`src/rtl/mma_sequencer_pkg.sv`:
```
// Shared types and constants for the MMA tile sequencer and its systolic array.
package mma_sequencer_pkg;

  localparam int unsigned MMA_M        = 1;
  localparam int unsigned MMA_K        = 8;
  // Array latency the sequencer must match; change both sides together.
  localparam int unsigned MMA_PIPE_LAT = 5;

  typedef enum logic [1:0] {
    StIdle,
    StIssue,
    StDrain
  } mma_seq_state_t;

  // Column count needs to represent 0..n_max inclusive.
  function automatic int unsigned mma_col_w(input int unsigned n_max);
    return $clog2(n_max) + 1;
  endfunction

endpackage

```
`src/rtl/mma_sequencer_if.sv`:
```
// Command, buffer-access and status bundle between the MMA front-end and the sequencer.
interface mma_sequencer_if import mma_sequencer_pkg::*; #(
  parameter int unsigned N_MAX  = 64,
  parameter int unsigned ADDR_W = 8
) ();

  localparam int unsigned CW = mma_col_w(N_MAX);

  logic              cmd_valid;
  logic              cmd_ready;
  logic [CW-1:0]     cmd_n;
  logic [ADDR_W-1:0] cmd_b_base;
  logic [ADDR_W-1:0] cmd_c_base;
  logic [ADDR_W-1:0] cmd_d_base;
  logic              hold;
  logic              rd_en;
  logic [ADDR_W-1:0] rd_b_addr;
  logic [ADDR_W-1:0] rd_c_addr;
  logic              wr_en;
  logic [ADDR_W-1:0] wr_addr;
  logic              busy;
  logic              done;
  logic              err_in;
  logic              clr_err;
  logic              err_sticky;

  modport master (
    output cmd_valid, cmd_n, cmd_b_base, cmd_c_base, cmd_d_base, hold, err_in, clr_err,
    input  cmd_ready, rd_en, rd_b_addr, rd_c_addr, wr_en, wr_addr, busy, done, err_sticky
  );

  modport slave (
    input  cmd_valid, cmd_n, cmd_b_base, cmd_c_base, cmd_d_base, hold, err_in, clr_err,
    output cmd_ready, rd_en, rd_b_addr, rd_c_addr, wr_en, wr_addr, busy, done, err_sticky
  );

endinterface

```
`src/rtl/mma_sequencer_valid_delay_line.sv`:
```
// Fixed-depth shift register carrying a valid flag plus payload; every stage is visible.
module valid_delay_line #(
  parameter int unsigned Depth = 6,
  parameter int unsigned Width = 8
) (
  input  logic             clk,
  input  logic             rst_n,
  input  logic             i_valid,
  input  logic [Width-1:0] i_data,
  output logic             o_valid,
  output logic [Width-1:0] o_data,
  output logic [Depth-1:0] o_valid_vec
);

  logic [Depth-1:0] r_valid;
  logic [Width-1:0] r_data [Depth];

  always_ff @(posedge clk or negedge rst_n) begin
    if (!rst_n) begin
      r_valid <= '0;
      for (int i = 0; i < Depth; i++) r_data[i] <= '0;
    end else begin
      r_valid <= {r_valid[Depth-2:0], i_valid};
      r_data[0] <= i_data;
      for (int i = 1; i < Depth; i++) r_data[i] <= r_data[i-1];
    end
  end

  assign o_valid     = r_valid[Depth-1];
  assign o_data      = r_data[Depth-1];
  assign o_valid_vec = r_valid;

endmodule

```
`src/rtl/mma_sequencer.sv`:
```
// Job sequencer for the systolic MMA tile: issues operand reads one column per cycle and
// tracks each column through the array latency to drive result writes and job completion.
module mma_sequencer import mma_sequencer_pkg::*; #(
  parameter int unsigned M_MMA    = MMA_M,
  parameter int unsigned K_MMA    = MMA_K,
  parameter int unsigned N_MAX    = 64,
  parameter int unsigned PIPE_LAT = MMA_PIPE_LAT,
  parameter int unsigned ADDR_W   = 8
) (
  input logic            clk,
  input logic            rst_n,
  mma_sequencer_if.slave bus
);

  localparam int unsigned CW    = mma_col_w(N_MAX);
  localparam int unsigned Depth = PIPE_LAT + 1;

  if (PIPE_LAT == 0 || K_MMA == 0 || M_MMA == 0) begin : g_param_check
    $error("mma_sequencer: M_MMA, K_MMA and PIPE_LAT must be nonzero");
  end

  mma_seq_state_t    r_state, w_state_next;
  logic [CW-1:0]     r_n, w_n_next, r_col, w_col_next, w_n_clamped;
  logic [ADDR_W-1:0] r_b_base, w_b_base_next, r_c_base, w_c_base_next, r_d_base, w_d_base_next;
  logic [ADDR_W-1:0] r_rd_b_addr, w_rd_b_next, r_rd_c_addr, w_rd_c_next;
  logic [ADDR_W-1:0] r_issue_addr, w_issue_addr_next, w_tail_addr;
  logic              r_rd_en, w_rd_en_next, r_done, w_done_next, r_busy, r_err, w_err_next;
  logic              w_tail_valid;
  logic [Depth-1:0]  w_valid_vec, w_upstream;

  assign w_n_clamped = (bus.cmd_n > CW'(N_MAX)) ? CW'(N_MAX) : bus.cmd_n;
  // Stages that cannot reach the tail within one cycle; empty means this edge ends the job.
  assign w_upstream  = w_valid_vec << 2;

  always_ff @(posedge clk or negedge rst_n) begin
    if (!rst_n) begin
      r_state      <= StIdle;
      r_n          <= '0;
      r_col        <= '0;
      r_b_base     <= '0;
      r_c_base     <= '0;
      r_d_base     <= '0;
      r_rd_en      <= 1'b0;
      r_rd_b_addr  <= '0;
      r_rd_c_addr  <= '0;
      r_issue_addr <= '0;
      r_done       <= 1'b0;
      r_busy       <= 1'b0;
      r_err        <= 1'b0;
    end else begin
      r_state      <= w_state_next;
      r_n          <= w_n_next;
      r_col        <= w_col_next;
      r_b_base     <= w_b_base_next;
      r_c_base     <= w_c_base_next;
      r_d_base     <= w_d_base_next;
      r_rd_en      <= w_rd_en_next;
      r_rd_b_addr  <= w_rd_b_next;
      r_rd_c_addr  <= w_rd_c_next;
      r_issue_addr <= w_issue_addr_next;
      r_done       <= w_done_next;
      r_busy       <= (w_state_next != StIdle);
      r_err        <= w_err_next;
    end
  end

  always_comb begin
    w_state_next      = r_state;
    w_n_next          = r_n;
    w_col_next        = r_col;
    w_b_base_next     = r_b_base;
    w_c_base_next     = r_c_base;
    w_d_base_next     = r_d_base;
    w_rd_en_next      = 1'b0;
    w_rd_b_next       = r_rd_b_addr;
    w_rd_c_next       = r_rd_c_addr;
    w_issue_addr_next = r_issue_addr;
    w_done_next       = 1'b0;
    unique case (r_state)
      StIdle: begin
        if (bus.cmd_valid) begin
          w_n_next      = w_n_clamped;
          w_col_next    = '0;
          w_b_base_next = bus.cmd_b_base;
          w_c_base_next = bus.cmd_c_base;
          w_d_base_next = bus.cmd_d_base;
          w_state_next  = (w_n_clamped == '0) ? StDrain : StIssue;
        end
      end
      StIssue: begin
        if (!bus.hold) begin
          w_rd_en_next      = 1'b1;
          w_rd_b_next       = r_b_base + ADDR_W'(r_col);
          w_rd_c_next       = r_c_base + ADDR_W'(r_col);
          w_issue_addr_next = r_d_base + ADDR_W'(r_col) * ADDR_W'(M_MMA);
          w_col_next        = r_col + CW'(1);
          if (r_col == r_n - CW'(1)) w_state_next = StDrain;
        end
      end
      StDrain: begin
        w_done_next = !r_done && !r_rd_en && (w_upstream == '0);
        if (r_done) w_state_next = StIdle;
      end
      default: w_state_next = StIdle;
    endcase

    if (bus.err_in && (w_valid_vec != '0)) w_err_next = 1'b1;
    else if (bus.clr_err)                  w_err_next = 1'b0;
    else                                   w_err_next = r_err;
  end

  // Fed from the registered read strobe, so stage 0 lines up with data at the array inputs.
  valid_delay_line #(
    .Depth(Depth),
    .Width(ADDR_W)
  ) u_track (
    .clk        (clk),
    .rst_n      (rst_n),
    .i_valid    (r_rd_en),
    .i_data     (r_issue_addr),
    .o_valid    (w_tail_valid),
    .o_data     (w_tail_addr),
    .o_valid_vec(w_valid_vec)
  );

  assign bus.cmd_ready  = (r_state == StIdle);
  assign bus.rd_en      = r_rd_en;
  assign bus.rd_b_addr  = r_rd_b_addr;
  assign bus.rd_c_addr  = r_rd_c_addr;
  assign bus.wr_en      = w_tail_valid;
  assign bus.wr_addr    = w_tail_addr;
  assign bus.busy       = r_busy;
  assign bus.done       = r_done;
  assign bus.err_sticky = r_err;

endmodule
```
`src/flat_wrapper.sv`:
```
// flat-port wrapper written by rule: the top's interface ports become plain ports
module mma_sequencer_flat import mma_sequencer_pkg::*;
#(
  parameter int unsigned M_MMA    = MMA_M,
  parameter int unsigned K_MMA    = MMA_K,
  parameter int unsigned N_MAX    = 64,
  parameter int unsigned PIPE_LAT = MMA_PIPE_LAT,
  parameter int unsigned ADDR_W   = 8
)
  (clk, rst_n, bus_cmd_valid, bus_cmd_n, bus_cmd_b_base, bus_cmd_c_base, bus_cmd_d_base, bus_hold, bus_err_in, bus_clr_err, bus_cmd_ready, bus_rd_en, bus_rd_b_addr, bus_rd_c_addr, bus_wr_en, bus_wr_addr, bus_busy, bus_done, bus_err_sticky);
  mma_sequencer_if #(.N_MAX(N_MAX), .ADDR_W(ADDR_W)) bus_i ();
  input logic clk;
  input logic rst_n;
  input wire logic [$bits(bus_i.cmd_valid)-1:0] bus_cmd_valid;
  input wire logic [$bits(bus_i.cmd_n)-1:0] bus_cmd_n;
  input wire logic [$bits(bus_i.cmd_b_base)-1:0] bus_cmd_b_base;
  input wire logic [$bits(bus_i.cmd_c_base)-1:0] bus_cmd_c_base;
  input wire logic [$bits(bus_i.cmd_d_base)-1:0] bus_cmd_d_base;
  input wire logic [$bits(bus_i.hold)-1:0] bus_hold;
  input wire logic [$bits(bus_i.err_in)-1:0] bus_err_in;
  input wire logic [$bits(bus_i.clr_err)-1:0] bus_clr_err;
  output wire logic [$bits(bus_i.cmd_ready)-1:0] bus_cmd_ready;
  output wire logic [$bits(bus_i.rd_en)-1:0] bus_rd_en;
  output wire logic [$bits(bus_i.rd_b_addr)-1:0] bus_rd_b_addr;
  output wire logic [$bits(bus_i.rd_c_addr)-1:0] bus_rd_c_addr;
  output wire logic [$bits(bus_i.wr_en)-1:0] bus_wr_en;
  output wire logic [$bits(bus_i.wr_addr)-1:0] bus_wr_addr;
  output wire logic [$bits(bus_i.busy)-1:0] bus_busy;
  output wire logic [$bits(bus_i.done)-1:0] bus_done;
  output wire logic [$bits(bus_i.err_sticky)-1:0] bus_err_sticky;
  assign bus_i.cmd_valid = bus_cmd_valid;
  assign bus_i.cmd_n = bus_cmd_n;
  assign bus_i.cmd_b_base = bus_cmd_b_base;
  assign bus_i.cmd_c_base = bus_cmd_c_base;
  assign bus_i.cmd_d_base = bus_cmd_d_base;
  assign bus_i.hold = bus_hold;
  assign bus_i.err_in = bus_err_in;
  assign bus_i.clr_err = bus_clr_err;
  assign bus_cmd_ready = bus_i.cmd_ready;
  assign bus_rd_en = bus_i.rd_en;
  assign bus_rd_b_addr = bus_i.rd_b_addr;
  assign bus_rd_c_addr = bus_i.rd_c_addr;
  assign bus_wr_en = bus_i.wr_en;
  assign bus_wr_addr = bus_i.wr_addr;
  assign bus_busy = bus_i.busy;
  assign bus_done = bus_i.done;
  assign bus_err_sticky = bus_i.err_sticky;
  mma_sequencer #(.M_MMA(M_MMA), .K_MMA(K_MMA), .N_MAX(N_MAX), .PIPE_LAT(PIPE_LAT), .ADDR_W(ADDR_W)) u_core (.clk(clk), .rst_n(rst_n), .bus(bus_i));
endmodule
```
`config.mk`:
```
export PLATFORM = sky130hd
export DESIGN_NAME = mma_sequencer_flat
export DESIGN_NICKNAME = d
export VERILOG_FILES = /design/src/rtl/mma_sequencer_pkg.sv /design/src/rtl/mma_sequencer_if.sv /design/src/rtl/mma_sequencer_valid_delay_line.sv /design/src/rtl/mma_sequencer.sv /design/src/flat_wrapper.sv
export SDC_FILE = /design/constraint.sdc
export NUM_CORES = 1
export LEC_CHECK = 0
export BUFFER_PORTS_ARGS = -buffer_cell sky130_fd_sc_hd__clkbuf_2
export CAP_MARGIN = 20
export CORE_MARGIN = 8
export CORE_UTILIZATION = 35
export DETAILED_ROUTE_END_ITERATION = 10
export GPL_TIMING_DRIVEN = 0
export PLACE_DENSITY_LB_ADDON = 0.08
export SLEW_MARGIN = 25
export SYNTH_ARGS = -nofsm -noshare
export SYNTH_HDL_FRONTEND = slang
export SYNTH_SLANG_ARGS = --single-unit
```
`constraint.sdc`:
```
create_clock -name clk -period 5.2 [get_ports clk]
set_input_delay 0.52 -clock clk [delete_from_list [all_inputs] [get_ports clk]]
set_output_delay 0.52 -clock clk [all_outputs]
set_load 0.01 [all_outputs]
```
==> impl_metrics.yaml, run 1 <==
die:
  die_area_mm2: 0.0191
  die_w_um: 138
  dieHeight_um: 138
  coreArea_mm2: 0.0145
  io-pin-count: 67
  initial_core_util: 0.359
  rows: 44
place:
  gp_congestion: 0.783
  dp_hpwl_um: 8270
  detailedPlace.worstSlack_ns: 2.97
  io_buffers: 66
grt:
  grt_overflow: 0
  grt_pass1_vias: 3581
  grt_start_max_net_pins: 77
  grtUsageTotal: 0.127
  grt_pass1_wl_um: 19100
  grt_antenna_before_repair: 0
route:
  drt.antenna.violating_nets: 0
  routed_via_density: 4.91
  drc: 0
  drt_pass1_iterations: 6
  wl_per_cell_um: 15.9
  num_vias: 3584
  drt_iter0_drc: 125
  routed_wl_um: 11600
timing:
  max_slew_margin: 0.587
  maxSlewViolCount: 0
  finalSetupViolations: 0
  fin_crit_sh: 0.432
  rsz0062_at_grt: "no"
  fmax_ghz: 0.445
  timing.setup.tns_ns: 0
  hold_viol_final: 0
  setup_slack_ns: 2.95
  period_needed_ns: 2.25
  worst_pin_slew_ns: 0.620
  finClkSkew_ns: 0.00546
cells_and_area:
  layout.nets: 596
  fill_cells: 1414
  drive_gt1_frac: 0.264
  multi_input_area_mm2: 0.00195
  syn2layout_area_growth_pct: 23.8
  regArea_mm2: 0.00305
  n_antenna_cell: 0
yosys:
  synth_cell_types: 47
  synthCells: 447
  synth.cell_area_mm2: 0.00522
  synth_ff_type: "dfrtp_1"
  synth_simple_gate_area_share: 0.128
  synth_top_family_by_area: "simple AND/OR/NAND/NOR gates"
  synth_fa_ha_area_frac: 0.0667
  synthXorXnorAreaFrac: 0.0230
  synth_mux_area_frac: 0.0600
  yosys_warnings: 0
  synth_compound_area_frac: 0.0964
  synth_edf_count: 0
  async_reset_ff_frac: 1.00
  synth_seq_cells: 122
  syn_nets: 510
  avgSynthCellArea_um2: 11.7
  yosysSeqAreaShare: 0.585
clocking:
  clock_latency_ns: 0.42
  cts-resized-gates: 0
  clock-sinks: 122
  cts_tree: "built"
  cts_buffers: 17
  root_buffer: "clkbuf_16"
  htreeDepth: 4
  clk_pin_slew_ns: 0.06
  postCtsHoldBufs: 0
  cts_setup_buffers: 0
  clockBufferDepth: 2
power:
  power.static_leakage_nw: 3.07
  p_per_area_mw_per_mm2: 645
  peakVddDrop_mv: 0.263
run:
  maxCapViolCount: 0
critical_path:
  path_cells: "inv_1 > fa_1 > nor2b_1 > o21ai_0 > a21boi_0 > or3_1 > nand3_1"
  crit_path_end_kind: "register"
  worstPathArrival_ns: 2.54
  required_ns: 5.50
  start_kind: "register"
  cpPeakStageDelay_ns: 0.59
  worst-path-buf-inv: 1
  crit_fanout: 8
  worstSetupPathType: "register to register"
  crit_slowest_cell: "dfrtp_1"
  critPathTopFamily: "flip-flops"
hold_path:
  min_path_type: "primary input to async pin"
status:
  outcome: "finished, final reports clean"
[Yosys cell counts, types with 2 or more instances]
master    number  share of area
nand3_1       14          0.013
ha_1          23          0.055
a22o_1         2         0.0034
o21ai_0       25          0.024
dfrtp_1      122           0.59
a211o_1        2         0.0034
o21a_1         6         0.0086
nor3b_1        3         0.0043
a21oi_1        9         0.0086
or4_1          2         0.0029
o31ai_1       13          0.019
nor2_1        14          0.010
mux2_2        26          0.056
xor2_1         6          0.010
nor2b_1        8         0.0096
nand2_1       57          0.041
nor3_2         2         0.0038
or3_1          7         0.0084
xnor2_1        4         0.0067
o211ai_1       3         0.0043
nand2b_1       6         0.0072
a21boi_0       3         0.0043
o311a_1        3         0.0058
o21bai_1       2         0.0029
buf_4          8          0.012
nand4_1        2         0.0024
a31o_1         2         0.0034
buf_2          5         0.0048
mux2i_1        2         0.0038
xnor2_2        2         0.0062
nor3_1        11          0.011
clkbuf_1       7         0.0050
nand3b_1       2         0.0029
fa_1           3          0.012
and3_1         4         0.0048
inv_1         26          0.019
[sequential cells by signal, indices dropped and copies added (netlist names)]
signal,flops
u_core.u_track.o_valid_vec,6
u_core.u_track.o_data,8
u_core.u_track.r_data,40
u_core.r_b_base,8
u_core.bus.busy,1
u_core.bus.rd_b_addr,8
u_core.bus.done,1
u_core.r_d_base,8
u_core.r_issue_addr,8
u_core.r_col,7
u_core.bus.rd_c_addr,8
u_core.r_n,7
u_core.r_state,2
u_core.r_c_base,8
u_core.bus.rd_en,1
u_core.bus.err_sticky,1
[through the flow]
step | utilization | power (mW) | cell area (um2) | hold WS (ns) | cells
4_1_cts | 0.444 | 4.23 | 6460 | 0.0465 | 730
3_5_place_dp | 0.400 | 2.90 | 5810 | 0.335 | 698
5_1_grt | 0.444 | 4.46 | 6460 | 0.0540 | 730
6_report | 0.444 | 4.17 | 6460 | 0.0344 | 730
2_1_floorplan | - | 2.47 | 5220 | 0.224 | 447
3_3_place_gp | 0.397 | 2.85 | 5780 | 0.332 | 697
[final timing paths]
kind                            slack [ns]                         to                 startpoint  cells after the start
worst max-delay path                  2.95     u_core.r_issue_addr[6]            u_core.r_col[1]                      7
worst min-delay path                  0.03  u_core.u_track.r_data[25]                      rst_n                      1
worst max register to register        2.95     u_core.r_issue_addr[6]            u_core.r_col[1]                      7
worst min register to register        0.34  u_core.u_track.r_data[30]  u_core.u_track.r_data[38]                      0
max in group asynchronous             4.46          u_core.r_state[1]                      rst_n                      2
min in group clk                      0.28      u_core.bus.err_sticky                bus_clr_err                      2
[cell families after synthesis]
group | after synthesis
simple gates | 136
flops | 122
compound gates | 76
buf+inv | 47
mux | 28
fa+ha+maj | 26
xor+xnor | 12
[routing by layer]
metal	wire length [um]	vias to the layer above	GRT usage
li1	-	1718	-
met1	5540	1771	0.161
met2	5430	74	0.194
met3	458	21	0.0462
met4	210	0	0.0498
met5	0	-	0
[placed cells by master (no fill, tap or decap), types with 4 or more instances in the layout]
master and instances:
and3_1 4, buf_2 5, inv_6 5, a21oi_1 9
o21a_1 6, dfrtp_1 122, nor2_1 14, clkbuf_2 65
xnor2_1 4, buf_4 8, nand2_1 57, xor2_1 6
bufinv_16 5, nand3_1 14, nor3_1 11, mux2_2 26
clkbuf_1 9, o31ai_1 13, clkbuf_16 17, or3_1 7
inv_1 26, o21ai_0 25, ha_1 23, nor2b_1 8
nand2b_1 6
[cell type report]
cell class | count | area share
Clock buffer | 19 | 0.0670
Inverter | 26 | 0.0151
Tap cell | 184 | 0.0356
Timing Repair Buffer | 67 | 0.0567
Buffer | 21 | 0.0178
Clock inverter | 13 | 0.0331
Multi-Input combinational cell | 278 | 0.302
Sequential cell | 122 | 0.473
[power by group]
| part | switching (mW) | internal [mW] | total, mW |
|---|---|---|---|
| registers | 0.243 | 1.35 | 1.59 |
| logic | 0.669 | 0.601 | 1.27 |
| clock network | 0.447 | 0.856 | 1.30 |
Power figures use the tool's default switching activity.
==> inputs of run 2 (changes only) <==
--- a/config.mk
+++ b/config.mk
@@ -5,6 +5,7 @@
 export SDC_FILE = /design/constraint.sdc
 export NUM_CORES = 1
 export LEC_CHECK = 0
+export ABC_AREA = 1
 export BUFFER_PORTS_ARGS = -buffer_cell sky130_fd_sc_hd__clkbuf_2
 export CAP_MARGIN = 20
 export CORE_MARGIN = 8
==> constraint.sdc (replaced) <==
create_clock -name clk -period 2.2 [get_ports clk]
set_input_delay 0.22 -clock clk [delete_from_list [all_inputs] [get_ports clk]]
set_output_delay 0.22 -clock clk [all_outputs]
set_load 0.01 [all_outputs]
==> run 2 against run 1 <==
  * Synthesized area is 1.7% lower
  * Worst hold slack worse by 0.024 ns
  * Largest cell class unchanged
  * First-iteration DRC count is 35% higher
  * Sequential power up 140%
  * Combinational power grew to 2.6 times the previous value
  * Sequential cell count unchanged
  * Fmax up 11%
  * Die area decreased by 1.5%
  * Via count rose by 4.2%
  * Clock-buffer cell count shrank 1
  * Largest power group unchanged
  * Critical path depth is 3 higher
  * Design area rose by 0.64%
==> impl_metrics.yaml, run 2 <==
status:
  outcome: "finished, final reports clean"
power:
  pwr-share-clk: 0.294
  fin_total_pwr_mw: 10.0
  comb_power_share: 0.330
  swShare: 0.350
  peakVddDrop_mv: 0.575
  p_per_area_mw_per_mm2: 1540
  power_switching_mw: 3.51
  seq_power_share: 0.377
  power.static_leakage_nw: 3.39
  p_int_mw: 6.52
clocking:
  root_buffer: "clkbuf_16"
  clock_latency_ns: 0.42
  cts_tree: "built"
  cts_buffers: 17
  clock-sinks: 122
  clockBufferDepth: 2
  cts_setup_buffers: 0
  htreeDepth: 4
  clk_pin_slew_ns: 0.06
cells_and_area:
  drive_gt1_frac: 0.203
  layout_common_cells: "nand2_1 (183), dfrtp_1 (120), clkbuf_2 (65)"
  fill_cells: 1409
  final_common_cell: "nand2_1"
  layout.nets: 691
  n_antenna_cell: 0
  post-route-util: 0.451
  syn2layout_area_growth_pct: 26.8
  design_area_mm2: 0.00650
  largest_register_ffs: 40
  top_register: "u_core.u_track.r_data"
grt:
  grt_overflow: 0
  grt_pass1_vias: 3792
  grt_start_max_net_pins: 66
  grt_pass1_wl_um: 18800
  grtUsageTotal: 0.133
  grt_antenna_before_repair: 0
timing:
  finClkSkew_ns: 0.00995
  hold_viol_final: 0
  finalSetupViolations: 0
  timing.hold.ws_ns: 0.0108
  period_needed_ns: 2.02
  rsz0062_at_grt: "no"
  max_slew_margin: 0.609
  fmax_ghz: 0.495
  worst_pin_slew_ns: 0.587
  maxSlewViolCount: 0
  fin_crit_sh: 0.917
  setup_slack_ns: 0.182
route:
  drt.antenna.violating_nets: 0
  wl_per_cell_um: 14.2
  drt_iter0_drc: 169
  num_vias: 3735
  drt_pass1_iterations: 4
  drc: 0
  routed_via_density: 4.53
  routed_wl_um: 11700
yosys:
  synth_ff_type: "dfrtp_1"
  synth.cell_area_mm2: 0.00513
  avgSynthCellArea_um2: 9.71
  synth_edf_count: 0
  yosys_warnings: 0
  yosysMostFrequentCell: "nand2_1"
  yosysTopAreaCellShare: 0.595
  synth_top_area_cell: "dfrtp_1"
  yosysSeqAreaShare: 0.595
  synth_cell_types: 26
  synth_seq_cells: 122
  netlist_top_cells_count: "nand2_1 (183), dfrtp_1 (122), inv_1 (42)"
  synthCells: 528
  syn_nets: 591
  async_reset_ff_frac: 1.00
  netlist_top_cells_area: "dfrtp_1 (60%), nand2_1 (13%), ha_1 (5.6%)"
die:
  initial_core_util: 0.355
  die_area_mm2: 0.0188
  coreArea_mm2: 0.0144
  dieHeight_um: 137
  io-pin-count: 67
  rows: 44
  die_w_um: 137
critical_path:
  rrSetupSlack_ns: 0.18
  rr_startpoint: "u_core.r_col[1]"
  cp-startpoint: "u_core.r_col[1]"
  worstSetupPathType: "register to register"
  start_kind: "register"
  crit_path_end_kind: "register"
  cp-endpoint: "u_core.bus.rd_b_addr[6]"
  ff2ff_path_depth: 10
  required_ns: 2.51
  crit_fanout: 7
  worstPathArrival_ns: 2.32
  reg2reg_to: "u_core.bus.rd_b_addr[6]"
hold_path:
  min_path_type: "primary input to register"
run:
  maxCapViolCount: 0
place:
  io_buffers: 66
  detailedPlace.worstSlack_ns: 0.0501
  gp_congestion: 0.797
  dpl_cell_area_mm2: 0.00572
  dp_hpwl_um: 8240
run 2: through the flow:
stage | std cells | TNS, ns
global route | 825 | 0
global placement | 778 | -116.34
floorplan | 528 | 0
CTS | 825 | 0
detailed placement | 779 | 0
finish | 825 | 0
run 2: final cells by class:
type	instances	area [um2]	share of cell area
clock inverter	14	195	0.0300
timing repair buffer	81	507	0.0779
clock buffer	18	439	0.0676
inverter	44	165	0.0254
tap	184	230	0.0354
multi-input combinational	343	1770	0.272
buffer	19	140	0.0216
sequential	122	3060	0.470
run 2: cell families after synthesis:
kind of cell    after synthesis  synth area share
simple gates                248             0.197
flops                       122             0.595
buf+inv                      63            0.0595
compound gates               58            0.0615
fa+ha+maj                    26            0.0678
xor+xnor                     11            0.0188
run 2: power by group through the flow:
stage	Combinational (mW)	Sequential, mW	Clock (mW)
2_1_floorplan	2.36	3.70	0
3_3_place_gp	3.29	3.79	0
3_5_place_dp	3.33	3.83	0
4_1_cts	3.37	3.80	3.02
5_1_grt	3.78	3.90	3.12
6_report	3.31	3.78	2.95
run 2: timing repair:
item,CTS,global route
gates resized for setup,0,2
setup endpoints to repair,0,3
hold buffers,14,0
hold endpoints to repair,70,0
run 2: worst max-delay path, stage by stage (launching register included):
cell	delay, ns
dfrtp_2	0.46
inv_1	0.21
fa_1	0.46
nand3b_1	0.18
nand2_1	0.09
nand2_1	0.07
nand2_1	0.06
a21oi_1	0.07
or2_1	0.21
nand3_1	0.07
nand2_1	0.05
run 2: routing by layer:
layer,track usage,routed length [um],vias up
met5,0,0,-
met4,0.0561,161,0
met3,0.0338,454,13
met2,0.226,5870,64
met1,0.155,5190,1778
li1,-,-,1880
run 2: how the worst min path moves through the flow:
stage / cells after the start / end / slack [ns] / from
after floorplan: 0 / u_core.bus.busy / -0.08 / rst_n
after global placement: 0 / u_core.u_track.r_data[9] / 0.33 / u_core.u_track.r_data[17]
after detailed placement: 1 / u_core.bus.rd_c_addr[3] / 0.23 / rst_n
after CTS: 3 / u_core.r_c_base[3] / 0.001 / bus_cmd_c_base[3]
after global routing: 3 / u_core.r_d_base[0] / 0.02 / bus_cmd_d_base[0]
final: 3 / u_core.r_c_base[3] / 0.01 / bus_cmd_c_base[3]
